## config.mk

```make
export PLATFORM = sky130hd
export DESIGN_NAME = multicycle_ctrl_fsm
export DESIGN_NICKNAME = d
export VERILOG_FILES = /design/src/rtl/multicycle_ctrl_fsm.sv
export SDC_FILE = /design/constraint.sdc
export NUM_CORES = 1
export LEC_CHECK = 0
export CORE_ASPECT_RATIO = 1.4
export CORE_UTILIZATION = 39
export DETAILED_ROUTE_END_ITERATION = 7
export PLACE_DENSITY = 0.76
export SYNTH_ARGS = -nofsm -noshare
export SYNTH_HDL_FRONTEND = slang
export SYNTH_SLANG_ARGS = --single-unit
```

## constraint.sdc

```tcl
create_clock -name clk -period 1.6 [get_ports clk]
set_clock_uncertainty 0.2 [all_clocks]
set_input_delay 0.32 -clock clk [delete_from_list [all_inputs] [get_ports clk]]
set_output_delay 0.32 -clock clk [all_outputs]
set_load 0.1 [all_outputs]
```

## src/rtl/multicycle_ctrl_fsm.sv

```systemverilog
// ---------------------------------------------------------------------------
// multicycle_ctrl_fsm
//   Control unit for a multicycle MIPS datapath. A Moore FSM sequences every
//   instruction through fetch, decode, execute, memory and write-back steps
//   and drives the datapath's register enables, memory strobes and mux
//   selects. Memory reads take 1+MEM_WAIT cycles. Opcodes and R-type functs
//   the machine does not implement are trapped to the exception vector.
//
// Parameters
//   MEM_WAIT  extra wait cycles per memory read (>= 0)
//   ST_W      width of the state_dbg output
//
// Ports
//   clk, rst                 clock (rising edge), async active-high reset
//   opcode, funct, zero      IR[31:26], IR[5:0], ALU zero flag
//   pc_load, mem_write,      register / memory strobes
//   ins_load, reg_write,
//   regA_load, regB_load,
//   aluout_load
//   mux_alusrcA/B, mux_IorD, datapath mux selects
//   mux_pcin, mux_regdst,
//   mux_mem2reg, alu_op
//   illegal_op               one-cycle pulse while in TRAP
//   state_dbg                current state encoding
// ---------------------------------------------------------------------------
module multicycle_ctrl_fsm #(
    parameter int MEM_WAIT = 2,
    parameter int ST_W     = 5
) (
    input  logic            clk,
    input  logic            rst,
    input  logic [5:0]      opcode,
    input  logic [5:0]      funct,
    input  logic            zero,
    output logic            pc_load,
    output logic            mem_write,
    output logic            ins_load,
    output logic            reg_write,
    output logic            regA_load,
    output logic            regB_load,
    output logic            aluout_load,
    output logic            mux_alusrcA,
    output logic [1:0]      mux_alusrcB,
    output logic [1:0]      mux_IorD,
    output logic [1:0]      mux_pcin,
    output logic [1:0]      mux_regdst,
    output logic [2:0]      mux_mem2reg,
    output logic [2:0]      alu_op,
    output logic            illegal_op,
    output logic [ST_W-1:0] state_dbg
);

    localparam int CNT_W = (MEM_WAIT > 0) ? $clog2(MEM_WAIT + 1) : 1;
    localparam logic [CNT_W-1:0] CNT_INIT = CNT_W'(MEM_WAIT);

    localparam logic [2:0] ALU_PASS = 3'd0;
    localparam logic [2:0] ALU_ADD  = 3'd1;
    localparam logic [2:0] ALU_SUB  = 3'd2;
    localparam logic [2:0] ALU_AND  = 3'd3;
    localparam logic [2:0] ALU_OR   = 3'd4;
    localparam logic [2:0] ALU_SLT  = 3'd7;

    typedef enum logic [4:0] {
        S_RST     = 5'd0,
        S_INIT    = 5'd1,
        S_FETCH   = 5'd2,
        S_WAIT    = 5'd3,
        S_LATCH   = 5'd4,
        S_DECODE  = 5'd5,
        S_R_EXEC  = 5'd6,
        S_R_WB    = 5'd7,
        S_I_EXEC  = 5'd8,
        S_I_WB    = 5'd9,
        S_ADDR    = 5'd10,
        S_MEM_WR  = 5'd11,
        S_MEM_RD  = 5'd12,
        S_RD_WAIT = 5'd13,
        S_LW_WB   = 5'd14,
        S_BR_EQ   = 5'd15,
        S_BR_NE   = 5'd16,
        S_JUMP    = 5'd17,
        S_TRAP    = 5'd18
    } state_t;

    state_t           state;
    state_t           state_next;
    logic [CNT_W-1:0] cnt;
    logic [CNT_W-1:0] cnt_next;
    logic             r_legal;
    logic [2:0]       r_alu;

    // R-type funct decode: {legal, alu_op}
    function automatic logic [3:0] decode_funct(input logic [5:0] f);
        case (f)
            6'h20:   decode_funct = {1'b1, ALU_ADD};
            6'h22:   decode_funct = {1'b1, ALU_SUB};
            6'h24:   decode_funct = {1'b1, ALU_AND};
            6'h25:   decode_funct = {1'b1, ALU_OR};
            6'h2A:   decode_funct = {1'b1, ALU_SLT};
            default: decode_funct = {1'b0, ALU_PASS};
        endcase
    endfunction

    assign {r_legal, r_alu} = decode_funct(funct);
    assign state_dbg        = ST_W'(state);

    // State and wait-counter registers
    always_ff @(posedge clk or posedge rst) begin
        if (rst) begin
            state <= S_RST;
            cnt   <= '0;
        end else begin
            state <= state_next;
            cnt   <= cnt_next;
        end
    end

    // Next-state logic. FETCH and MEM_RD load the counter; the wait states
    // count it down and leave when it reaches 1, never decrementing past 0.
    always_comb begin
        state_next = S_FETCH;
        cnt_next   = cnt;
        case (state)
            S_RST:    state_next = S_INIT;
            S_INIT:   state_next = S_FETCH;
            S_FETCH: begin
                cnt_next   = CNT_INIT;
                state_next = (MEM_WAIT > 0) ? S_WAIT : S_LATCH;
            end
            S_WAIT: begin
                cnt_next   = (cnt != '0) ? cnt - 1'b1 : '0;
                state_next = (cnt <= CNT_W'(1)) ? S_LATCH : S_WAIT;
            end
            S_LATCH:  state_next = S_DECODE;
            S_DECODE: begin
                case (opcode)
                    6'h00:        state_next = S_R_EXEC;
                    6'h08:        state_next = S_I_EXEC;
                    6'h23, 6'h2B: state_next = S_ADDR;
                    6'h04:        state_next = S_BR_EQ;
                    6'h05:        state_next = S_BR_NE;
                    6'h02:        state_next = S_JUMP;
                    default:      state_next = S_TRAP;
                endcase
            end
            S_R_EXEC: state_next = r_legal ? S_R_WB : S_TRAP;
            S_R_WB:   state_next = S_FETCH;
            S_I_EXEC: state_next = S_I_WB;
            S_I_WB:   state_next = S_FETCH;
            S_ADDR:   state_next = (opcode == 6'h2B) ? S_MEM_WR : S_MEM_RD;
            S_MEM_WR: state_next = S_FETCH;
            S_MEM_RD: begin
                cnt_next   = CNT_INIT;
                state_next = (MEM_WAIT > 0) ? S_RD_WAIT : S_LW_WB;
            end
            S_RD_WAIT: begin
                cnt_next   = (cnt != '0) ? cnt - 1'b1 : '0;
                state_next = (cnt <= CNT_W'(1)) ? S_LW_WB : S_RD_WAIT;
            end
            S_LW_WB:  state_next = S_FETCH;
            S_BR_EQ:  state_next = S_FETCH;
            S_BR_NE:  state_next = S_FETCH;
            S_JUMP:   state_next = S_FETCH;
            S_TRAP:   state_next = S_FETCH;
            default:  state_next = S_FETCH;
        endcase
    end

    // Output decode from the current state; only the branch states look at
    // the zero flag. Unreachable encodings fall through to all-zero outputs.
    always_comb begin
        pc_load     = 1'b0;
        mem_write   = 1'b0;
        ins_load    = 1'b0;
        reg_write   = 1'b0;
        regA_load   = 1'b0;
        regB_load   = 1'b0;
        aluout_load = 1'b0;
        mux_alusrcA = 1'b0;
        mux_alusrcB = 2'd0;
        mux_IorD    = 2'd0;
        mux_pcin    = 2'd0;
        mux_regdst  = 2'd0;
        mux_mem2reg = 3'd0;
        alu_op      = ALU_PASS;
        illegal_op  = 1'b0;
        case (state)
            S_INIT: begin
                reg_write   = 1'b1;
                mux_regdst  = 2'd2;
                mux_mem2reg = 3'd6;
            end
            S_FETCH, S_WAIT: begin
                mux_IorD    = 2'd0;
                mux_alusrcA = 1'b0;
                mux_alusrcB = 2'd1;
                alu_op      = ALU_ADD;
            end
            S_LATCH: begin
                ins_load = 1'b1;
                pc_load  = 1'b1;
                mux_pcin = 2'd0;
            end
            S_DECODE: begin
                mux_alusrcA = 1'b0;
                mux_alusrcB = 2'd3;
                alu_op      = ALU_ADD;
                aluout_load = 1'b1;
                regA_load   = 1'b1;
                regB_load   = 1'b1;
            end
            S_R_EXEC: begin
                mux_alusrcA = 1'b1;
                mux_alusrcB = 2'd0;
                alu_op      = r_alu;
                aluout_load = r_legal;
            end
            S_R_WB: begin
                reg_write   = 1'b1;
                mux_regdst  = 2'd1;
                mux_mem2reg = 3'd0;
            end
            S_I_EXEC, S_ADDR: begin
                mux_alusrcA = 1'b1;
                mux_alusrcB = 2'd2;
                alu_op      = ALU_ADD;
                aluout_load = 1'b1;
            end
            S_I_WB: begin
                reg_write   = 1'b1;
                mux_regdst  = 2'd0;
                mux_mem2reg = 3'd0;
            end
            S_MEM_WR: begin
                mux_IorD  = 2'd1;
                mem_write = 1'b1;
            end
            S_MEM_RD, S_RD_WAIT: begin
                mux_IorD = 2'd1;
            end
            S_LW_WB: begin
                mux_IorD    = 2'd1;
                reg_write   = 1'b1;
                mux_regdst  = 2'd0;
                mux_mem2reg = 3'd1;
            end
            S_BR_EQ, S_BR_NE: begin
                mux_alusrcA = 1'b1;
                mux_alusrcB = 2'd0;
                alu_op      = ALU_SUB;
                mux_pcin    = 2'd1;
                pc_load     = (state == S_BR_EQ) ? zero : ~zero;
            end
            S_JUMP: begin
                pc_load  = 1'b1;
                mux_pcin = 2'd2;
            end
            S_TRAP: begin
                illegal_op = 1'b1;
                pc_load    = 1'b1;
                mux_pcin   = 2'd3;
            end
            default: begin
            end
        endcase
    end

endmodule

```

==> metrics.txt, run 1 <==
outcome=did not finish; stopping stage=clock tree synthesis (4_1_cts); Error=[ERROR DPL-0038] Utilization greater than 100%, impossible to legalize; number of standard-cell rows in the floorplan=22; number of synthesized register bits=7; chip width=46.2 microns; number of placed cells counting well taps=approximately 270; clk sink count=7; Chip Height=63.8 microns; count of instances resized after the clock tree is built=60; weighted congestion reported at the end of routability-driven placement=0.899; Post-synth EDFFs=0; number of I/O pins=between 40 and 50; initial core utilization=roughly two fifths; post-synthesis sequential area ratio=16.5%; level count of the clock H-tree=1; number of setup buffers added after CTS=8; async set or reset register ratio after synthesis=100%; count of unique library cells instantiated by Yosys=48; number of hold buffers added after CTS=0; maximum clock path buffer count=2; total number of yosys warnings=0; number of clock buffers inserted by TritonCTS=3; most instantiated flip-flop cell in the synthesis netlist=sky130_fd_sc_hd__dfrtp_1; number of buffer cells added on primary ports=41; gate count of the mapped netlist=150; Root Driver=sky130_fd_sc_hd__clkbuf_4; synthesized net count=165; Synth Cell Area=about 1100 sq um; half-perimeter wire length of the detailed placement result=3930 microns; Mean Syn Cell Area=7.10 sq um
synth_stat cells, types with 3 or more instances:
| cell type | count | share of area (%) |
|---|---|---|
| sky130_fd_sc_hd__buf_4 | 6 | 4.2 |
| sky130_fd_sc_hd__nor2_1 | 16 | 5.6 |
| sky130_fd_sc_hd__o21ai_0 | 7 | 3.3 |
| sky130_fd_sc_hd__a21oi_1 | 12 | 5.6 |
| sky130_fd_sc_hd__nor3_1 | 6 | 2.8 |
| sky130_fd_sc_hd__buf_2 | 6 | 2.8 |
| sky130_fd_sc_hd__nor4_1 | 4 | 2.3 |
| sky130_fd_sc_hd__nor4b_1 | 3 | 2.5 |
| sky130_fd_sc_hd__o31ai_1 | 5 | 3.5 |
| sky130_fd_sc_hd__nor2b_1 | 3 | 1.8 |
| sky130_fd_sc_hd__inv_1 | 6 | 2.1 |
| sky130_fd_sc_hd__dfrtp_1 | 7 | 16 |
| sky130_fd_sc_hd__nand2_1 | 11 | 3.9 |
| sky130_fd_sc_hd__nand2b_1 | 10 | 5.9 |
| sky130_fd_sc_hd__a21o_1 | 3 | 2.1 |
per-stage QoR:
| step | setup slack, ns | setup TNS, ns | instance area (sq um) |
|---|---|---|---|
| after global placement | -0.692 | -10.52 | 2300 |
| after floorplan | -1.44 | -23.24 | 1310 |
| after detailed placement | -0.813 | -12.31 | 2300 |
logic make-up after synthesis:
group | share of synthesized area [%]
buffers and inverters | 11.6
AO/OA/AOI/OAI | 28.0
flip-flops | 16.5
multiplexers | 1.88
AND/OR/NAND/NOR | 39.2
XOR/XNOR | 2.47
other | 0.352
==> inputs of run 2 (changes only) <==
CORE_AREA = 2 2 63 65   (was not set)
CORE_ASPECT_RATIO = not set   (was 1.4)
CORE_UTILIZATION = not set   (was 39)
DIE_AREA = 0 0 65 67   (was not set)
PLACE_DENSITY = not set   (was 0.76)
PLACE_DENSITY_LB_ADDON = 0.15   (was not set)
clock period = 2.08 ns   (was 1.6 ns; I/O delays follow)
==> run 2 against run 1 <==
Synthesized cell count unchanged; area after synthesis did not move; the flow now finishes, with violations (negative setup slack).
==> metrics.txt, run 2 <==
violations in the final reports=negative setup slack; weighted congestion reported at the end of routability-driven placement=0.868; total setup violations reported at the end of the flow=22; Core Area=3610 sq um; initial core utilization=29.5%; Max Cap Violations=0; Yosys top cell area share=between 15 and 20%; fin cells=304; most common cell after layout, fill and taps aside=sky130_fd_sc_hd__buf_4; slack of the worst reg-to-reg path=0.05 ns; Critical Path End Type=output pin; number of clock buffers inserted by TritonCTS=3; Root Driver=sky130_fd_sc_hd__clkbuf_8; outcome=finished, violations left; Total Nets Final=approximately 270; number of hold buffers added after CTS=0; chip width=between 60 and 70 microns; level count of the clock H-tree=1; initial antenna violation count=0; upper clock frequency limit=414 MHz; CP arrival=1.80 ns; leading cell type by number of instances after synthesis=sky130_fd_sc_hd__nor2_1; cell type of the slowest stage on the worst timing path=sky130_fd_sc_hd__dfrtp_4; number of standard-cell rows in the floorplan=22; largest net degree at the start of global routing=19; max-slew violation count=0; Mean Syn Cell Area=7.10 sq um; synthesis-to-layout area growth=170%; share of the clock period used by the worst path after layout=116%; wire length per cell=between 15 and 20 microns; total via count in the routed design=1570; main combinational cell family by area after synthesis=simple AND/OR/NAND/NOR gates; DRC errors left=0; element type at the critical path start=flop; ranking of synthesized cells by instance count=sky130_fd_sc_hd__nor2_1 (16), sky130_fd_sc_hd__a21oi_1 (12), sky130_fd_sc_hd__nand2_1 (11); Adder-Cell Fraction of Synth Area=0%; first-pass GRT wire length=8070 microns; global routing usage on met1=28.4%; synthesized-area fraction occupied by ao, oa, aoi and oai cells=28.0%; register area=194 sq um; async set or reset register ratio after synthesis=between 90% and 100%; most instantiated flip-flop cell in the synthesis netlist=sky130_fd_sc_hd__dfrtp_1; multi-input gate area in the final layout=1150 sq um; maximum resistive drop on vdd=1.10 mV; total number of yosys warnings=0; flip-flop count of the largest register after layout=5; routed vias/inst=5.16; end point of the critical path=alu_op[2]; Tightest Hold Check Type=in2async; final worst path period need=2.41 ns; Die Footprint=approximately 4400 sq um; gate count of the mapped netlist=150; xor/xnor share of the synthesized area=2.47%; global-route track usage on met3=around 2%; Clock transition at path regs=around 0.04 ns; global routing usage on met2=46.0%; series of cell instances along the critical path=or3b_4, buf_6, nor4_4, buf_12; capture point of the worst reg-to-reg path=state_dbg[2]; area share of and/or/nand/nor cells after synthesis=39.2%; most used cells in the layout excluding fill and tap cells=sky130_fd_sc_hd__buf_4 (52), sky130_fd_sc_hd__buf_12 (33), sky130_fd_sc_hd__buf_6 (19), sky130_fd_sc_hd__nor2_4 (10), sky130_fd_sc_hd__clkdlybuf4s50_1 (8); leakage power figure=about 1.2 nW; count of unique library cells instantiated by Yosys=48; number of I/O pins=between 40 and 50; Synth Cell Area=1060 sq um; crit path max fanout=2; total global routing overflow=0; cell area power density=1420 nW/um^2; post-layout total power=roughly 4 mW; required time of the critical path=1.46 ns; final hold slack=roughly 0.21 ns; number of placed cells counting well taps=266; number of global-route vias before repair=1621; hold violation count in the final report=0; Antenna Violating Nets Remaining=0; maximum clock path buffer count=2; wire length reported by the detailed router=~5200 microns; max incr delay on CP=0.48 ns; total global routing track utilization=24.3%; number of synthesized register bits=7; number of logic stages on the critical path including buffering=4; TritonCTS clock tree=built; Top Usage Layer GRT=met2; clk sink count=7; Chip Height=67 microns; post-synthesis sequential area ratio=16.5%; half-perimeter wire length of the detailed placement result=3320 microns; RSZ-0062 raised after global routing=true; critical path's top delay family=simple AND/OR/NAND/NOR gates; Crit Path Category=reg2out; number of buffers and inverters on the critical path=2; number of buffer cells added on primary ports=41; Reg-to-Reg Start=state_dbg[4]; synthesized net count=165; final setup slack of the worst path=-0.334 ns; Post-synth EDFFs=0; first element of the critical path=state_dbg[4]; Pre-antenna DRT Iters=4; leading post-synthesis cells by cell area=sky130_fd_sc_hd__dfrtp_1 (16%), sky130_fd_sc_hd__nand2b_1 (5.9%), sky130_fd_sc_hd__a21oi_1 (5.6%); share of cell area taken by muxes after synthesis=1.88%; cell taking the most area after synthesis=sky130_fd_sc_hd__dfrtp_1; number of filler cells placed in the layout=213; clock latency reported for the late side of the worst-skew pair=0.24 ns; ANT cells=0; number of design-rule violations left by the first detailed-router iteration=55; fraction of final layout cells sized beyond drive strength 1=68.0%; logic depth of the worst register-to-register path=7
-- run 2: cell counts after synthesis --
No cell type changed its count.
-- run 2: how the worst min path moves through the flow --
stage / to / slack [ns] / depth (start not counted) / from
after floorplan: cnt[0] / 0.02 / 1 / rst
after global placement: cnt[0] / 0.30 / 1 / cnt[0]
after detailed placement: cnt[0] / 0.32 / 1 / cnt[0]
after CTS: state_dbg[1] / 0.22 / 2 / rst
after global routing: state_dbg[4] / 0.24 / 2 / rst
final: state_dbg[0] / 0.21 / 2 / rst
-- run 2: through the flow --
| stage | setup TNS [ns] | util [%] | setup WS [ns] | instance area [sq um] |
|---|---|---|---|---|
| CTS | -4.33 | 76.6 | -0.336 | 2760 |
| finish | -4.38 | 79.8 | -0.334 | 2880 |
| floorplan | -12.96 | - | -1.05 | 1310 |
| global placement | -1.97 | 62.5 | -0.404 | 2250 |
| global route | -5.21 | 79.8 | -0.360 | 2880 |
| detailed placement | -2.49 | 62.5 | -0.477 | 2250 |
-- run 2: worst reg2reg max path, delay by kind of cell, from the launching register on --
kind | cells | cell delay (ns)
AOI/OAI and AO/OA | 1 | 0.11
DFF | 1 | 0.48
and+or+nand+nor | 3 | 0.71
buffers and inverters | 3 | 0.41
-- run 2: what timing repair did --
item	4_1_cts	5_1_grt
endpoints found under the setup margin	22	25
pin swaps	26	20
resized for setup	67	22
buffers inserted	29	8
-- run 2: cell type report --
type	instances	area share, %
timing repair buffer	119	48.7
multi-input combinational	120	40.1
sequential	7	6.74
tap	48	2.09
clock buffer	3	1.43
inverter	6	0.783
clock inverter	1	0.174
-- run 2: per-layer routing --
metal  part of all wire, %  up-vias
met5                     0        -
met4                   1.9        0
met3                   3.4        6
met2                    55       54
met1                    40      754
li1                      -      756
-- run 2: kinds of logic (layout without fill, tap and decap cells) --
group	count (synthesis)	in the layout
and+or+nand+nor	72	72
muxes	2	2
DFF	7	7
xor gates and xnor gates	3	3
AOI/OAI and AO/OA	42	42
other	1	1
buffers and inverters	23	129
-- run 2: power by group --
group / switching, mW / internal [mW]
Combinational: 2.11 / 1.50
Clock: 0.0718 / 0.131
Sequential: 0.0718 / 0.207
Note: power is estimated with default switching activity, not from simulation.
